[src/rtl/ser_pkg.sv]
// Shared types and configuration helpers for the bit-serializer control path.
package ser_pkg;

    typedef enum logic [0:0] {
        ST_IDLE  = 1'b0,
        ST_SHIFT = 1'b1
    } ser_state_e;

    localparam int DEF_DATA_WIDTH = 8;
    localparam int DEF_SEL_WIDTH  = 3;

    // The select field must be able to address every bit of the word.
    function automatic bit sel_width_ok(input int data_width, input int sel_width);
        return (1 << sel_width) >= data_width;
    endfunction

endpackage

[src/rtl/bit_select_mux.sv]
// Combinational bit picker: returns data[sel], with indices past the word reading as 0.
module bit_select_mux #(
    parameter int DATA_WIDTH = 8,
    parameter int SEL_WIDTH  = 3
) (
    input  logic [DATA_WIDTH-1:0] i_data,
    input  logic [SEL_WIDTH-1:0]  i_sel,
    output logic                  o_bit
);

    localparam int EXT_W = 1 << SEL_WIDTH;

    logic [EXT_W-1:0] w_ext;

    assign w_ext = EXT_W'(i_data);
    assign o_bit = w_ext[i_sel];

endmodule

[src/rtl/bit_serializer_ctrl.sv]
// Accepts a parallel word over valid/ready and emits it one bit per cycle,
// LSB- or MSB-first, with a per-word length and a flush abort.
module bit_serializer_ctrl
    import ser_pkg::*;
#(
    parameter int DATA_WIDTH = DEF_DATA_WIDTH,
    parameter int SEL_WIDTH  = DEF_SEL_WIDTH
) (
    input  logic                  clock,
    input  logic                  reset,
    input  logic                  flush,
    input  logic                  in_valid,
    output logic                  in_ready,
    input  logic [DATA_WIDTH-1:0] in_data,
    input  logic [SEL_WIDTH-1:0]  in_len,
    input  logic                  in_msb_first,
    output logic                  out_valid,
    input  logic                  out_ready,
    output logic                  out_bit,
    output logic                  out_last,
    output logic [SEL_WIDTH-1:0]  sel,
    output logic                  busy
);

    if (!sel_width_ok(DATA_WIDTH, SEL_WIDTH)) begin : g_cfg_err
        $error("bit_serializer_ctrl: SEL_WIDTH too narrow for DATA_WIDTH");
    end

    localparam logic [SEL_WIDTH-1:0] LEN_MAX = SEL_WIDTH'(DATA_WIDTH - 1);

    ser_state_e            r_state, w_state_nxt;
    logic [DATA_WIDTH-1:0] r_data, w_data_nxt;
    logic [SEL_WIDTH-1:0]  r_len, w_len_nxt;
    logic                  r_dir, w_dir_nxt;
    logic [SEL_WIDTH-1:0]  r_sel, w_sel_nxt;
    logic [SEL_WIDTH-1:0]  r_cnt, w_cnt_nxt;

    logic                  w_idle;
    logic                  w_shift;
    logic                  w_last;
    logic                  w_mux_bit;
    logic [SEL_WIDTH-1:0]  w_len_clamped;

    assign w_idle  = (r_state == ST_IDLE);
    assign w_shift = (r_state == ST_SHIFT);
    assign w_last  = w_shift && (r_cnt == r_len);

    assign w_len_clamped = (32'(in_len) >= 32'(DATA_WIDTH)) ? LEN_MAX : in_len;

    bit_select_mux #(
        .DATA_WIDTH (DATA_WIDTH),
        .SEL_WIDTH  (SEL_WIDTH)
    ) u_mux (
        .i_data (r_data),
        .i_sel  (r_sel),
        .o_bit  (w_mux_bit)
    );

    // flush masks acceptance in the same cycle it is seen
    assign in_ready  = w_idle && !flush;
    assign out_valid = w_shift;
    assign busy      = w_shift;
    assign out_bit   = w_shift && w_mux_bit;
    assign out_last  = w_last;
    assign sel       = r_sel;

    always_comb begin
        w_state_nxt = r_state;
        w_data_nxt  = r_data;
        w_len_nxt   = r_len;
        w_dir_nxt   = r_dir;
        w_sel_nxt   = r_sel;
        w_cnt_nxt   = r_cnt;

        unique case (r_state)
            ST_IDLE: begin
                if (in_valid && !flush) begin
                    w_data_nxt  = in_data;
                    w_len_nxt   = w_len_clamped;
                    w_dir_nxt   = in_msb_first;
                    w_sel_nxt   = in_msb_first ? w_len_clamped : '0;
                    w_cnt_nxt   = '0;
                    w_state_nxt = ST_SHIFT;
                end
            end
            ST_SHIFT: begin
                if (flush) begin
                    w_state_nxt = ST_IDLE;
                    w_sel_nxt   = '0;
                    w_cnt_nxt   = '0;
                end else if (out_ready) begin
                    if (w_last) begin
                        w_state_nxt = ST_IDLE;
                        w_sel_nxt   = '0;
                        w_cnt_nxt   = '0;
                    end else begin
                        w_cnt_nxt = r_cnt + 1'b1;
                        w_sel_nxt = r_dir ? (r_sel - 1'b1) : (r_sel + 1'b1);
                    end
                end
            end
            default: begin
                w_state_nxt = ST_IDLE;
            end
        endcase
    end

    always_ff @(posedge clock) begin
        if (reset) begin
            r_state <= ST_IDLE;
            r_data  <= '0;
            r_len   <= '0;
            r_dir   <= 1'b0;
            r_sel   <= '0;
            r_cnt   <= '0;
        end else begin
            r_state <= w_state_nxt;
            r_data  <= w_data_nxt;
            r_len   <= w_len_nxt;
            r_dir   <= w_dir_nxt;
            r_sel   <= w_sel_nxt;
            r_cnt   <= w_cnt_nxt;
        end
    end

endmodule

[config.mk]
export PLATFORM = sky130hd
export DESIGN_NAME = bit_serializer_ctrl
export DESIGN_NICKNAME = d
export VERILOG_FILES = /design/src/rtl/ser_pkg.sv /design/src/rtl/bit_select_mux.sv /design/src/rtl/bit_serializer_ctrl.sv
export SDC_FILE = /design/constraint.sdc
export NUM_CORES = 1
export LEC_CHECK = 0
export BUFFER_PORTS_ARGS = -buffer_cell sky130_fd_sc_hd__buf_2
export CAP_MARGIN = 30
export CORE_MARGIN = 2
export CORE_UTILIZATION = 23
export CTS_BUF_LIST = sky130_fd_sc_hd__clkbuf_4
export DETAILED_ROUTE_END_ITERATION = 6
export SLEW_MARGIN = 20
export SYNTH_ARGS = -nofsm -noshare
export SYNTH_HDL_FRONTEND = slang
export SYNTH_SLANG_ARGS = --single-unit
[constraint.sdc]
create_clock -name clock -period 1.6 [get_ports clock]
set_input_delay 0.16 -clock clock [delete_from_list [all_inputs] [get_ports clock]]
set_output_delay 0.16 -clock clock [all_outputs]
set_load 0.005 [all_outputs]
==> results.rst <==
.. list-table::
   :header-rows: 1

   * - Metric
     - Value
   * - Aggregate routed wire length
     - ~2200 um
   * - Fill cells
     - about 440
   * - Number of maximum-capacitance violations
     - 0
   * - # IOs
     - 25
   * - Share of synthesized cell area in full adder, half adder and majority cells
     - 0.03476
   * - Sequential cell area
     - 384.1 sq um
   * - Crit-path max FO
     - 4
   * - PwrDens
     - 780.8 nW/um^2
   * - VDD IR max
     - 0.2175 mV
   * - Most congested layer reported by global routing
     - met2
   * - Biggest area consumer among synthesized cells
     - dfxtp_1
   * - Actual transition at the worst max-transition pin
     - 0.4525 ns
   * - Kind of path behind the tightest hold check
     - input port to register
   * - Synthesized-area fraction occupied by ao, oa, aoi and oai cells
     - 0.1591
   * - Initial antenna violation count
     - 0
   * - Max transition margin
     - 0.6952
   * - CTS tree
     - done
   * - Count of port buffers added during placement
     - 24
   * - Total area of multi-input combinational cells
     - between 500 and 600 sq um
   * - Lkg Pwr
     - ~0.47 nW
   * - Synthesized-area fraction occupied by and/or/nand/nor cells
     - 0.2540
   * - Combinational share of power
     - 0.167
   * - Max-slew violation total from the final report
     - 0
   * - Number of buffers on the longest clock path
     - 2
   * - Sum of negative setup slack
     - -0.09644 ns
   * - Number of unique standard cell types used by synthesis
     - 32
   * - Worst Setup Start Kind
     - register
   * - F_max
     - between 500 and 600 MHz
   * - Run status
     - complete, but fails checks
   * - Switching part of the total
     - 0.2627
   * - Unrepaired setup endpoints after global routing
     - true
   * - Post-placement worst setup slack
     - ~0.078 ns
   * - Final HPWL DP
     - between 1500 and 2000 um
   * - Crit path required time
     - roughly 1.4 ns
   * - Internal power component
     - 0.0006829 W
   * - Floorplan row count
     - 23
   * - Arrival time of the worst setup path
     - about 1.5 ns
   * - Shortest period the worst path allows
     - about 1.7 ns
   * - Combined buffer and inverter count along the critical path
     - 1
   * - Share of the synthesized area in the top cell type
     - 0.4064
   * - Reg2Reg Launch Point
     - sel[0]$_SDFFE_PP0P_
   * - Clock tree root buffer cell
     - clkbuf_4
   * - Global routing met1 resource utilization
     - 0.1472
   * - Via count
     - around 830
   * - Placeable core region
     - between 3000 and 4000 sq um
   * - Hold Startpoint
     - in_data[3]
   * - Mapped Nets
     - between 100 and 150
   * - Mean Syn Cell Area
     - between 8 and 9 sq um
   * - Deepest level of the CTS H-tree
     - 1
   * - Post-synthesis instance area
     - a little over 900 sq um
   * - Post-detailed-route count of antenna-violating nets
     - 0
   * - Post-Syn Instances
     - around 110
   * - Final weighted congestion in routability-driven placement
     - 0.8341
   * - Cell depth of the worst flop-to-flop path
     - 6
   * - Critical path class
     - register to output pin
   * - Number of detailed-routing iterations run before antenna repair
     - 3
   * - Count of endpoints failing hold in the final timing report
     - 0
   * - Xor/xnor share of the synthesized area
     - 0.03743
   * - Destination of the worst hold path
     - r_data[3]$_SDFFE_PP0P_
   * - Synthesis Warnings
     - 0
   * - Global-route wire length before repair
     - 3705 um
   * - Maximum number of pins on one net before global-route repair
     - 13
   * - Violations in the final reports
     - setup timing
   * - Die width
     - around 68 um
   * - Final setup violation count
     - 2
   * - Cell family contributing the most delay on the critical path
     - multiplexers
   * - Final routed DRC violation total
     - 0
   * - Top cells by area in the synthesized netlist
     - dfxtp_1 (41%), nand2_1 (12%), a21oi_1 (7.5%), mux4_2 (4.8%), xnor2_1 (3.7%)
   * - Final layout net count
     - ~160
   * - Vias in the first global route
     - 844
   * - Met2 usage
     - 0.1556
   * - Number of flip-flops and latches in the synthesized netlist
     - 19
   * - Hold Path Depth
     - 3
   * - Portion of the clock cycle consumed by the worst path in the final layout
     - 1.043
   * - Number of sinks driven by the clock tree
     - 19
   * - Most frequent cells in the layout
     - nand2_1 (29), buf_2 (24), dfxtp_1 (18)
   * - GRT Residual Overflow
     - 0
   * - Share of cells above drive strength 1
     - 0.3285
   * - Critical path capture point type
     - output pin
   * - Area grow syn2layout
     - 26.74%
   * - First-iteration detailed-routing DRC count
     - 29
   * - Hold-fix buffer count after cts
     - 0
   * - Total track usage
     - 0.1073
   * - Worst reg2reg setup slack
     - -0.03 ns
   * - Global-route track usage on met3
     - 0.03667
   * - TritonCTS buffer count
     - 3
   * - Vias per cell
     - between 4 and 5
   * - Fraction of synthesized area in multiplexers
     - 0.05882
   * - Reg-to-reg critical path endpoint
     - sel[2]$_SDFFE_PP0P_
   * - Clock insertion delay at the later pin of the skew report
     - 0.29 ns
   * - Part of the power in the clock network
     - 0.280
   * - Cell-by-cell listing of the critical path
     - mux4_2, mux2i_1, nor2_1, buf_2
   * - Final WS setup
     - -0.06944 ns
   * - Part of the Yosys area used for sequential elements
     - 0.4064
   * - Critical Path Max Stage Delay
     - ~0.50 ns
   * - Part of the total power dissipated in sequential elements
     - 0.553
   * - Initial Utilization
     - 0.2357
   * - Area enclosed by the die boundary
     - between 4000 and 5000 sq um
   * - Mean routed wirelength per cell
     - ~12 um
   * - Cell with the largest stage delay on the worst path
     - mux4_2
   * - Count of inserted antenna diode cells
     - 0
   * - Clock-pin slew on the worst setup and hold paths
     - between 0.1 and 0.15 ns
   * - Worst Hold Margin
     - 0.09333 ns
   * - Net load switching power
     - 0.0002433 W
   * - Most common cell after layout, fill and taps aside
     - nand2_1
   * - Combinational family with the most area after synthesis
     - simple AND/OR/NAND/NOR gates
   * - Worst Clk Skew
     - around 0.0019 ns
   * - Floorplan die height
     - between 60 and 70 um
==> state kept, by name, indices dropped and copies added (netlist names) <==
| signal | cells |
|---|---|
| r_cnt | 3 |
| r_dir | 1 |
| sel | 3 |
| r_len | 3 |
| r_data | 8 |
| busy | 1 |
==> cell usage after synthesis <==
cell type,number
a211o_1,1
buf_2,1
o22ai_1,1
a21oi_1,14
dfxtp_1,19
fa_1,1
nor3b_1,1
and2_4,1
a311oi_2,1
a221oi_1,2
inv_1,2
or3b_1,1
nor3_1,2
buf_4,1
mux4_2,2
and4bb_2,1
o21ai_0,1
ha_1,1
buf_6,1
a31oi_1,1
and2b_1,1
xnor2_1,4
nand2_1,29
and2_1,2
o21ai_1,1
nor4b_4,1
nand3_1,3
clkbuf_1,4
nand3b_1,1
mux2i_1,1
a211oi_1,2
nor2_1,4
==> per-stage QoR <==
stage / instances / total power, W / area, sq um / util
floorplan: 108 / 0.0006103 / 935.9 / -
finish: 187 / 0.0009261 / 1186 / 0.2987
CTS: 187 / 0.0009367 / 1174 / 0.2955
global route: 187 / 0.0009856 / 1186 / 0.2987
detailed placement: 181 / 0.0006702 / 1125 / 0.2832
global placement: 181 / 0.0006702 / 1125 / 0.2832
==> cell families (layout without fill, tap and decap cells) <==
kind of cell | count (synthesis) | count (layout)
simple gates | 47 | 47
compound gates | 24 | 24
flops | 19 | 19
buf+inv | 9 | 38
xor+xnor | 4 | 4
mux | 3 | 3
fa+ha+maj | 2 | 2
==> worst max-delay path by stage <==
stage                             start                  end  slack (ns)  cells after the start
floorplan               busy$_SDFF_PP0_  sel[0]$_SDFFE_PP0P_        0.09                      6
global placement    sel[0]$_SDFFE_PP0P_  sel[2]$_SDFFE_PP0P_        0.12                      5
detailed placement  sel[0]$_SDFFE_PP0P_  sel[2]$_SDFFE_PP0P_        0.08                      5
CTS                 sel[0]$_SDFFE_PP0P_              out_bit       -0.09                      4
global route        sel[0]$_SDFFE_PP0P_  sel[2]$_SDFFE_PP0P_       -0.15                      6
finish              sel[0]$_SDFFE_PP0P_              out_bit       -0.07                      4
==> power groups by stage <==
stage               sequential [W]  clock (W)  combinational, W
finish                    0.000512   0.000259          0.000154
global route              0.000516   0.000298          0.000172
CTS                       0.000512   0.000271          0.000154
detailed placement        0.000524          0          0.000146
global placement          0.000524          0          0.000146
floorplan                 0.000521          0         0.0000891
==> repair_timing <==
item                       4_1_cts  5_1_grt
setup endpoints to repair        1        3
cloned                           0        0
gates resized for setup          2        2
setup buffers                    2        0
==> cell type report <==
type	count	area share
Multi-Input combinational cell	80	0.4399
Sequential cell	19	0.3238
Timing Repair Buffer	32	0.1519
Tap cell	50	0.05274
Clock buffer	4	0.02532
Inverter	2	0.006329
==> per-layer routing <==
metal	vias to the layer above	share of wire
met5	-	0
met4	0	0.0072
met3	2	0.079
met2	19	0.39
met1	375	0.52
li1	431	-
==> worst reg2reg max path, delay by kind of cell, from the launching register on <==
family | cells | cell delay (ns)
adders and majority gates | 1 | 0.42
xor gates and xnor gates | 1 | 0.23
AOI/OAI and AO/OA | 2 | 0.23
and+or+nand+nor | 1 | 0.17
buffers and inverters | 1 | 0.14
DFF | 1 | 0.38
Note: power is estimated with default switching activity, not from simulation.
